File: src/rtl/gps_pkg.sv
// Shared constants and the nibble packing helper for the GPS sample packer.
// Nibble layout is {I1,I0,Q1,Q0}; the overflow counter saturates at all-ones.
package gps_pkg;
  localparam int GPS_NIBBLE_W = 4;
  localparam int NIB_I1       = 3;
  localparam int NIB_I0       = 2;
  localparam int NIB_Q1       = 1;
  localparam int NIB_Q0       = 0;
  localparam int OVF_COUNT_W  = 8;
  localparam int ST_CNT_W     = GPS_NIBBLE_W;

  localparam logic [OVF_COUNT_W-1:0] OVF_COUNT_MAX = '1;

  typedef logic [GPS_NIBBLE_W-1:0] nibble_t;

  function automatic nibble_t pack_nibble(input logic i1, input logic i0,
                                          input logic q1, input logic q0);
    nibble_t n;
    n         = '0;
    n[NIB_I1] = i1;
    n[NIB_I0] = i0;
    n[NIB_Q1] = q1;
    n[NIB_Q0] = q0;
    return n;
  endfunction
endpackage

File: src/rtl/gps_word_fifo.sv
// Synchronous first-word-fall-through word FIFO; head is visible the cycle after its push.
// A push into a full FIFO is refused unless a pop frees a slot that same cycle; level port with GPS_SAMPLE_PACKER_LEVEL_EN.
module gps_word_fifo #(
  parameter int FIFO_DEPTH = 8,
  parameter int FIFO_AW    = 3,
  parameter int WIDTH      = 16
) (
  input  logic             clk_i,
  input  logic             rst_i,
  input  logic             push_i,
  input  logic [WIDTH-1:0] push_dat_i,
  input  logic             pop_i,
  output logic [WIDTH-1:0] head_dat_o,
  output logic             full_o,
  output logic             empty_o
`ifdef GPS_SAMPLE_PACKER_LEVEL_EN
  ,
  output logic [FIFO_AW:0] level_o
`endif
);

  logic [WIDTH-1:0]   mem_q [FIFO_DEPTH];
  logic [FIFO_AW-1:0] wr_ptr_q, wr_ptr_d;
  logic [FIFO_AW-1:0] rd_ptr_q, rd_ptr_d;
  logic [FIFO_AW:0]   cnt_q, cnt_d;
  logic               push_ok;
  logic               pop_ok;

  assign empty_o    = (cnt_q == '0);
  assign full_o     = (cnt_q == (FIFO_AW+1)'(FIFO_DEPTH));
  assign pop_ok     = pop_i & ~empty_o;
  assign push_ok    = push_i & (~full_o | pop_ok);
  // Gate the head so the output reads zero whenever nothing is stored.
  assign head_dat_o = empty_o ? '0 : mem_q[rd_ptr_q];

`ifdef GPS_SAMPLE_PACKER_LEVEL_EN
  assign level_o = cnt_q;
`endif

  always_comb begin
    wr_ptr_d = wr_ptr_q + FIFO_AW'(push_ok);
    rd_ptr_d = rd_ptr_q + FIFO_AW'(pop_ok);
    cnt_d    = cnt_q + (FIFO_AW+1)'(push_ok) - (FIFO_AW+1)'(pop_ok);
  end

  always_ff @(posedge clk_i) begin
    if (rst_i) begin
      wr_ptr_q <= '0;
      rd_ptr_q <= '0;
      cnt_q    <= '0;
    end else begin
      wr_ptr_q <= wr_ptr_d;
      rd_ptr_q <= rd_ptr_d;
      cnt_q    <= cnt_d;
    end
  end

  always_ff @(posedge clk_i) begin
    if (push_ok) mem_q[wr_ptr_q] <= push_dat_i;
  end

endmodule

File: src/rtl/gps_sample_packer.sv
// Packs 2-bit I/Q samples into words (first sample in the top nibble) and queues them in an FWFT FIFO.
// Word valid one cycle after its final strobe; full FIFO drops words and counts them; GPS_SAMPLE_PACKER_LEVEL_EN adds FIFO_LEVEL.
module gps_sample_packer
  import gps_pkg::*;
#(
  parameter int SAMPLES_PER_WORD = 4,
  parameter int FIFO_DEPTH       = 8,
  parameter int FIFO_AW          = 3
) (
  input  logic                                     MCU_CLK,
  input  logic                                     RESET,
  input  logic                                     SAMPLE_STB,
  input  logic                                     GPS_I0,
  input  logic                                     GPS_I1,
  input  logic                                     GPS_Q0,
  input  logic                                     GPS_Q1,
  input  logic                                     SELF_TEST,
  output logic [GPS_NIBBLE_W*SAMPLES_PER_WORD-1:0] WORD_DATA,
  output logic                                     WORD_VALID,
  input  logic                                     WORD_READY,
  output logic                                     OVERFLOW,
  output logic [OVF_COUNT_W-1:0]                   OVF_COUNT
`ifdef GPS_SAMPLE_PACKER_LEVEL_EN
  ,
  output logic [FIFO_AW:0]                         FIFO_LEVEL
`endif
);

  localparam int WORD_W = GPS_NIBBLE_W * SAMPLES_PER_WORD;
  localparam int IDX_W  = (SAMPLES_PER_WORD > 1) ? $clog2(SAMPLES_PER_WORD) : 1;
  localparam logic [IDX_W-1:0] LAST_IDX = IDX_W'(SAMPLES_PER_WORD - 1);

  localparam logic [0:0] ST_IDLE = 1'b0;
  localparam logic [0:0] ST_FILL = 1'b1;

  logic [0:0]             state_q, state_d;
  logic [IDX_W-1:0]       idx_q, idx_d;
  logic                   mode_q, mode_d;
  logic [ST_CNT_W-1:0]    st_cnt_q, st_cnt_d;
  logic [WORD_W-1:0]      word_q, word_d;
  logic                   ovf_q, ovf_d;
  logic [OVF_COUNT_W-1:0] ovf_cnt_q, ovf_cnt_d;

  logic              mode_eff;
  nibble_t           nib;
  logic [WORD_W-1:0] word_base;
  logic [WORD_W-1:0] word_ins;
  logic              word_done;
  logic              fifo_full;
  logic              fifo_empty;
  logic              pop;
  logic              drop;

  // The self-test selection is latched by the word's first strobe and held until it completes.
  assign mode_eff  = (state_q == ST_IDLE) ? SELF_TEST : mode_q;
  assign nib       = mode_eff ? nibble_t'(st_cnt_q) : pack_nibble(GPS_I1, GPS_I0, GPS_Q1, GPS_Q0);
  assign word_base = (state_q == ST_IDLE) ? '0 : word_q;
  assign word_ins  = word_base | (WORD_W'(nib) << (GPS_NIBBLE_W * int'(LAST_IDX - idx_q)));
  assign word_done = SAMPLE_STB & (idx_q == LAST_IDX);

  assign WORD_VALID = ~fifo_empty;
  assign pop        = WORD_VALID & WORD_READY;
  assign drop       = word_done & fifo_full & ~pop;
  assign OVERFLOW   = ovf_q;
  assign OVF_COUNT  = ovf_cnt_q;

  always_comb begin
    state_d   = state_q;
    idx_d     = idx_q;
    mode_d    = mode_q;
    st_cnt_d  = st_cnt_q;
    word_d    = word_q;
    ovf_d     = ovf_q | drop;
    ovf_cnt_d = ovf_cnt_q;
    if (drop && ovf_cnt_q != OVF_COUNT_MAX) ovf_cnt_d = ovf_cnt_q + 1'b1;
    if (SAMPLE_STB) begin
      mode_d = mode_eff;
      word_d = word_ins;
      if (mode_eff) st_cnt_d = st_cnt_q + 1'b1;
      if (word_done) begin
        idx_d   = '0;
        state_d = ST_IDLE;
      end else begin
        idx_d   = idx_q + 1'b1;
        state_d = ST_FILL;
      end
    end
  end

  always_ff @(posedge MCU_CLK) begin
    if (RESET) begin
      state_q   <= ST_IDLE;
      idx_q     <= '0;
      mode_q    <= 1'b0;
      st_cnt_q  <= '0;
      word_q    <= '0;
      ovf_q     <= 1'b0;
      ovf_cnt_q <= '0;
    end else begin
      state_q   <= state_d;
      idx_q     <= idx_d;
      mode_q    <= mode_d;
      st_cnt_q  <= st_cnt_d;
      word_q    <= word_d;
      ovf_q     <= ovf_d;
      ovf_cnt_q <= ovf_cnt_d;
    end
  end

  gps_word_fifo #(
    .FIFO_DEPTH (FIFO_DEPTH),
    .FIFO_AW    (FIFO_AW),
    .WIDTH      (WORD_W)
  ) u_fifo (
    .clk_i      (MCU_CLK),
    .rst_i      (RESET),
    .push_i     (word_done),
    .push_dat_i (word_ins),
    .pop_i      (pop),
    .head_dat_o (WORD_DATA),
    .full_o     (fifo_full),
    .empty_o    (fifo_empty)
`ifdef GPS_SAMPLE_PACKER_LEVEL_EN
    ,
    .level_o    (FIFO_LEVEL)
`endif
  );

endmodule

File: config.mk
export PLATFORM = sky130hd
export DESIGN_NAME = gps_sample_packer
export DESIGN_NICKNAME = d
export VERILOG_FILES = /design/src/rtl/gps_pkg.sv /design/src/rtl/gps_word_fifo.sv /design/src/rtl/gps_sample_packer.sv
export SDC_FILE = /design/constraint.sdc
export NUM_CORES = 1
export LEC_CHECK = 0
export BUFFER_PORTS_ARGS = -buffer_cell sky130_fd_sc_hd__buf_2
export CORE_ASPECT_RATIO = 0.75
export CORE_MARGIN = 10
export CORE_UTILIZATION = 45
export DETAILED_ROUTE_END_ITERATION = 6
export GPL_ROUTABILITY_DRIVEN = 0
export PLACE_DENSITY = 0.69
export SETUP_SLACK_MARGIN = 0.5
export SLEW_MARGIN = 20
export SYNTH_ARGS = -nofsm -noshare
export SYNTH_HDL_FRONTEND = slang
export SYNTH_HIERARCHICAL = 1
export SYNTH_SLANG_ARGS = --single-unit
File: constraint.sdc
create_clock -name MCU_CLK -period 6.9 [get_ports MCU_CLK]
set_clock_uncertainty 0.05 [all_clocks]
set_input_delay 1.035 -clock MCU_CLK [delete_from_list [all_inputs] [get_ports MCU_CLK]]
set_output_delay 1.035 -clock MCU_CLK [all_outputs]
set_load 0.05 [all_outputs]
==> results of run 1 <==
routing by layer:
layer,global-route usage (%),wire length [µm],vias to the layer above
met2,21.1,6420,80
met4,3.51,65,0
met3,4.11,655,6
met1,18.5,6640,1935
met5,0,0,-
li1,-,-,1791
worst max-delay path, stage by stage, from the launching register on:
cell and delay, ns:
dfxtp_1 0.31, inv_1 0.06, ha_1 0.21, or3b_4 0.25, inv_2 0.04, nor2_2 0.80, a22o_1 0.27, buf_2 0.27
layout make-up:
type / count / area (µm²)
fill: 1260 / 7300
sequential: 171 / 4710
multi-input combinational: 244 / 2150
clock buffer: 18 / 429
tap: 205 / 256
timing repair buffer: 44 / 245
clock inverter: 14 / 156
inverter: 9 / 33.8
worst paths after layout:
| path | startpoint | to | slack, ns | cells past startpoint |
|---|---|---|---|---|
| max | u_fifo/cnt_q[2] | WORD_DATA[7] | 3.20 | 7 |
| min | OVERFLOW | OVERFLOW | 0.39 | 2 |
| max reg2reg | state_q | u_fifo/mem_q[3][10] | 3.99 | 3 |
| min reg2reg | OVERFLOW | OVERFLOW | 0.39 | 2 |
sequential cells by signal, summed over array words and instances (netlist names):
register,count
u_fifo/mem_q,128
word_q,16
OVF_COUNT,8
st_cnt_q,4
u_fifo/cnt_q,4
u_fifo/rd_ptr_q,3
u_fifo/wr_ptr_q,3
idx_q,2
OVERFLOW,1
mode_q,1
state_q,1
cells by family after synthesis:
logic type / count (synthesis)
AOI/OAI and AO/OA: 67
xor gates and xnor gates: 6
adders and majority gates: 13
buffers and inverters: 29
DFF: 171
muxes: 44
and+or+nand+nor: 114
cells in the final DEF (no fill, tap or decap), drive strengths merged, types with 2 or more instances in the layout:
cell type and instances:
a21oi 6, nand2b 9, o211ai 2, or2 2, a31oi 3, and2 3, mux2 4, xor2 3
nand3 9, inv 15, clkinvlp 3, clkinv 3, xnor2 3, a22o 16, clkbuf 18, nor2b 12
ha 12, nor3 7, a311oi 2, mux2i 8, nor3b 2, o21ai 33, mux4 32, buf 44
or3b 2, nand2 40, bufinv 2, nor2 21, edfxtp 128, nand4 2, dfxtp 43
power groups by stage:
| stage | combinational [W] | clock, W | sequential [W] |
|---|---|---|---|
| 6_report | 0.000690 | 0.000935 | 0.00114 |
| 5_1_grt | 0.000746 | 0.00100 | 0.00114 |
| 4_1_cts | 0.000702 | 0.000957 | 0.00114 |
| 3_5_place_dp | 0.000700 | 0 | 0.00116 |
| 3_3_place_gp | 0.000693 | 0 | 0.00116 |
| 2_1_floorplan | 0.000575 | 0 | 0.00116 |
metrics by stage:
step                util [%]  instances  total power (W)  setup WS (ns)
floorplan                  -        444          0.00173           3.56
global placement        48.4        673          0.00185           3.71
detailed placement      48.4        673          0.00186           3.69
CTS                     52.2        705          0.00280           3.23
global route            52.2        705          0.00289           3.07
finish                  52.2        705          0.00277           3.20
==> out/results.txt, run 1 <==
VDD IR max - 0.177 mV
Hold_ws - 0.394 ns
Finished Cell Area - 7970 µm²
Crit path launch type - flop
Most frequent cell after synthesis - edfxtp_1
CP max FO - 16
PortBufs - 34
Routed Wire Length - 13800 µm
Syn avg cell area - 15.8 µm²
Total GRT Usage - 13.7%
Number of routed nets with antenna violations - 0
Synth Flop Type - edfxtp_1
TritonCTS clock tree - yes
Synth area leaders - edfxtp_1 (55%), dfxtp_1 (12%), mux4_2 (10%)
Later-pin clock latency in the skew report - 0.41 ns
Synth Register Bits - 171
Final HPWL DP - 8590 µm
Sw Share - 31.0%
First-pass GRT wire length - 22100 µm
Main combinational cell family by area after synthesis - multiplexers
Clk sink count - 171
Clk pwr share - 33.8%
Area fraction of the dominant cell type after synthesis - 54.7%
Hold buffers post-CTS - 0
Hold Crit Class - reg -> reg
Longest Clk Path Bufs - 2
P_int - 0.00191 W
Antenna diode count - 0
Final Hold Fails - 0
Comb power frac - 24.9%
Drt drc - 0
CTS HTree Levels - 4
Drt initial violations - 199
Commonest cells post-synth - edfxtp_1 (128), dfxtp_1 (43), nand2_1 (40)
Power per cell area - 347 nW/µm²
Postcts setup bufs - 0
Row count - 39
Fin crit share - 53.7%
Slew @ Worst Pin - 1.08 ns
Wirelength per Cell - 19.5 µm
WP data arrival - 2.62 ns
Core Box Area - 15300 µm²
Vias in the first global route - 3892
DIE WIDTH - 164 µm
Setup TNS - 0 ns
Slew Limit Headroom - 28.1%
Seq/Total Area, Yosys - 67.0%
Post-Synthesis Cells - 444
Vias/cell - 5.41
Register share of total power - 41.3%
MaxCap Viol Count - 0
Area grow syn2layout - 13.5%
Drt first pass iters - 4
Library cells used by synthesis - 59
Synth Area in Simple Gates - 8.76%
Xor/xnor cell area share of the yosys netlist - 0.748%
Ys async rst share - 0%
Unrepaired setup endpoints after global routing - false
Routed via count - 3812
Post-synthesis net count - 466
Mux contribution to synthesized area - 12.4%
Die Height - 128 µm
Yosys warning total - 6
Largest net degree at the start of global routing - 34
Critical Path RT - 5.81 ns
Outcome - complete, no violations
Overflow after GRT - 0
Initial antenna violation count - 0
Fin nets - 509
Adder-cell share of the synthesized area - 2.42%
Effective utilization at floorplan - 46.0%
Switch Pwr - 0.000858 W
Final setup fails - 0
DP Area - 7390 µm²
FMAX - 270 MHz
IO Pins - 35
Final Max Slew Viols - 0
Area leader, netlist - edfxtp_1
Die area - 21100 µm²
Post-CTS resize count - 0
Compound-gate portion of the synthesized area - 6.11%
Total CTS buffers - 17
Post-synth EDFFs - 128
Crit Path Class - reg -> out
Crit. End Element - output port
Root Driver - clkbuf_16
Clock slew at reported path FFs - 0.06 ns
Final Critical Period - 3.70 ns
P_leak - 2.75 nW
Layout cells sized above 1 - 25.8%
Synthesized cell area - 7030 µm²
No activity file was read; power rests on OpenSTA's default activity.
==> inputs of run 2 (changes only) <==
--- a/config.mk
+++ b/config.mk
@@ -5,13 +5,14 @@
 export SDC_FILE = /design/constraint.sdc
 export NUM_CORES = 1
 export LEC_CHECK = 0
+export ABC_AREA = 1
 export BUFFER_PORTS_ARGS = -buffer_cell sky130_fd_sc_hd__buf_2
 export CORE_ASPECT_RATIO = 0.75
 export CORE_MARGIN = 10
 export CORE_UTILIZATION = 45
 export DETAILED_ROUTE_END_ITERATION = 6
 export GPL_ROUTABILITY_DRIVEN = 0
-export PLACE_DENSITY = 0.69
+export PLACE_DENSITY = 0.71
 export SETUP_SLACK_MARGIN = 0.5
 export SLEW_MARGIN = 20
 export SYNTH_ARGS = -nofsm -noshare
==> constraint.sdc (replaced) <==
create_clock -name MCU_CLK -period 3.4 [get_ports MCU_CLK]
set_clock_uncertainty 0.05 [all_clocks]
set_input_delay 0.51 -clock MCU_CLK [delete_from_list [all_inputs] [get_ports MCU_CLK]]
set_output_delay 0.51 -clock MCU_CLK [all_outputs]
set_load 0.05 [all_outputs]
==> out/results.txt, run 2 <==
Yosys warning total - 6
Effective utilization at floorplan - 46.1%
MaxCap Viol Count - 0
Max reg flops - 128
Fin nets - 971
Slew @ Worst Pin - 0.745 ns
Fill count - 1622
TritonCTS clock tree - yes
R2R setup slack - 0.81 ns
Crit. End Element - output port
Die area - 24000 µm²
Overflow after GRT - 0
Clk sink count - 171
Power per cell area - 665 nW/µm²
Clock slew at reported path FFs - 0.06 ns
Post-synth EDFFs - 128
Core Box Area - 17700 µm²
Hold Crit Start - SAMPLE_STB
Synth area leaders - edfxtp_1 (47%), nand2_1 (11%), dfxtp_1 (11%)
Drt initial violations - 550
Dpl cells - 1172
Synth Register Bits - 171
Total GRT Usage - 14.6%
Post-synthesis net count - 943
Root Driver - clkbuf_16
Row count - 42
Later-pin clock latency in the skew report - 0.43 ns
Area fraction of the dominant cell type after synthesis - 47.1%
Post-Synthesis Cells - 921
Crit Path Class - reg -> out
Postcts setup bufs - 0
Worst R2R End - u_fifo/cnt_q[1]
Slew Limit Headroom - 50.4%
Most frequent cells in the layout - nand2_1 (241), inv_1 (179), edfxtp_1 (128)
Hold_ws - 0.385 ns
Crit path launch type - flop
Antenna diode count - 0
Fin crit share - 78.9%
R2r startpoint - u_fifo/cnt_q[2]
Initial antenna violation count - 0
Longest Clk Path Bufs - 2
Area leader, netlist - edfxtp_1
FMAX - 373 MHz
Routed Wire Length - 16900 µm
Worst Reg-to-Reg Cells - 13
Library cells used by synthesis - 34
Vias in the first global route - 5358
Routed via count - 5687
Worst hold stages - 4
DIE WIDTH - 176 µm
First-pass GRT wire length - 27700 µm
Wirelength per Cell - 14.0 µm
Setup TNS - 0 ns
PortBufs - 34
Most common cell after layout, fill and taps aside - nand2_1
WP data arrival - 2.12 ns
Syn avg cell area - 8.87 µm²
P_leak - 4.25 nW
Final Critical Period - 2.68 ns
Reg area - 4710 µm²
Drt first pass iters - 6
Layout cells sized above 1 - 11.0%
Final HPWL DP - 10500 µm
Seq/Total Area, Yosys - 57.6%
VDD IR max - 0.368 mV
Unrepaired setup endpoints after global routing - false
Drt drc - 0
Outcome - complete, no violations
Synth Flop Type - edfxtp_1
Synthesized cell area - 8170 µm²
Finished Layout Cells - 1202
Largest net degree at the start of global routing - 66
Final Max Slew Viols - 0
Ys async rst share - 0%
Hold Crit Class - in -> reg
Number of routed nets with antenna violations - 0
Final setup fails - 0
Critical Path RT - 2.84 ns
Area grow syn2layout - 10.7%
CTS HTree Levels - 4
IO Pins - 35
Largest Register - u_fifo/mem_q
Multi-input gate area - 2470 µm²
Commonest cells post-synth - nand2_1 (241), inv_1 (179), edfxtp_1 (128)
Hold path endpoint - state_q
Final Hold Fails - 0
Vias/cell - 4.73
Total CTS buffers - 17
Most frequent cell after synthesis - nand2_1
CP max FO - 32
Die Height - 137 µm
[run 2: cell count changes after synthesis, moves of 22 or more]
| cell | change |
|---|---|
| nand3_1 | +106 |
| mux4_2 | -32 |
| o21ai_0 | -22 |
| inv_1 | +171 |
| nand2_1 | +201 |
| nor2_1 | +74 |
[run 2: how the worst max path moves through the flow]
stage | from | endpoint | slack, ns | depth (start not counted)
3_5_place_dp | u_fifo/cnt_q[2] | u_fifo/cnt_q[1] | 0.80 | 13
4_1_cts | u_fifo/rd_ptr_q[1] | WORD_DATA[1] | 0.67 | 6
2_1_floorplan | u_fifo/cnt_q[2] | u_fifo/mem_q[0][0] | 0.82 | 10
5_1_grt | u_fifo/rd_ptr_q[1] | WORD_DATA[7] | 0.55 | 6
6_report | u_fifo/rd_ptr_q[1] | WORD_DATA[3] | 0.72 | 6
3_3_place_gp | u_fifo/cnt_q[2] | u_fifo/cnt_q[1] | 0.83 | 13
[run 2: cells by family (layout without fill, tap and decap cells)]
family | Yosys count | in the layout | share of synthesized area (%)
AO/OA/AOI/OAI | 19 | 19 | 1.46
XOR/XNOR | 7 | 7 | 0.751
adder cells (fa/ha/maj) | 13 | 13 | 2.08
buffers and inverters | 223 | 262 | 12.1
flip-flops | 171 | 171 | 57.6
AND/OR/NAND/NOR | 488 | 488 | 26.0
[run 2: what timing repair did]
action,in CTS,in global routing
resized for setup,1,0
hold buffers,0,0
endpoints found under the setup margin,2,0
[run 2: through the flow]
step	power, W	util [%]	cell area [µm²]	worst slack (ns)
2_1_floorplan	0.00387	-	8170	0.821
4_1_cts	0.00608	51.1	9040	0.669
6_report	0.00602	51.1	9040	0.717
3_5_place_dp	0.00416	47.8	8460	0.800
3_3_place_gp	0.00415	47.8	8460	0.833
5_1_grt	0.00635	51.1	9040	0.546
[run 2: critical path: stages (launching register included)]
cell and delay (ns):
dfxtp_2 0.43, inv_2 0.52, nand3_1 0.15, nand3_1 0.10, nand2_1 0.05, nor2_1 0.15
buf_2 0.29
[run 2: layer usage]
metal  vias to the layer above  wire length (µm)  GRT usage (%)
li1                       2935                 -              -
met1                      2598              7820           19.8
met2                       145              7520           22.4
met3                         9              1420           3.88
met4                         0               111           4.93
met5                         -                 0              0
[run 2: power breakdown]
group | switching, W | leakage [nW] | total [W] | internal [W]
registers | 0.0000392 | 1.52 | 0.00235 | 0.00231
logic | 0.00132 | 2.45 | 0.00176 | 0.000434
clock network | 0.000770 | 0.278 | 0.00191 | 0.00114
total | 0.00213 | 4.25 | 0.00602 | 0.00389
[run 2: layout make-up]
cell class | count | area share (%)
multi-input combinational | 527 | 27.3
clock inverter | 12 | 1.66
inverter | 185 | 7.79
sequential | 171 | 52.0
clock buffer | 18 | 4.74
timing repair buffer | 47 | 3.10
tap | 242 | 3.35
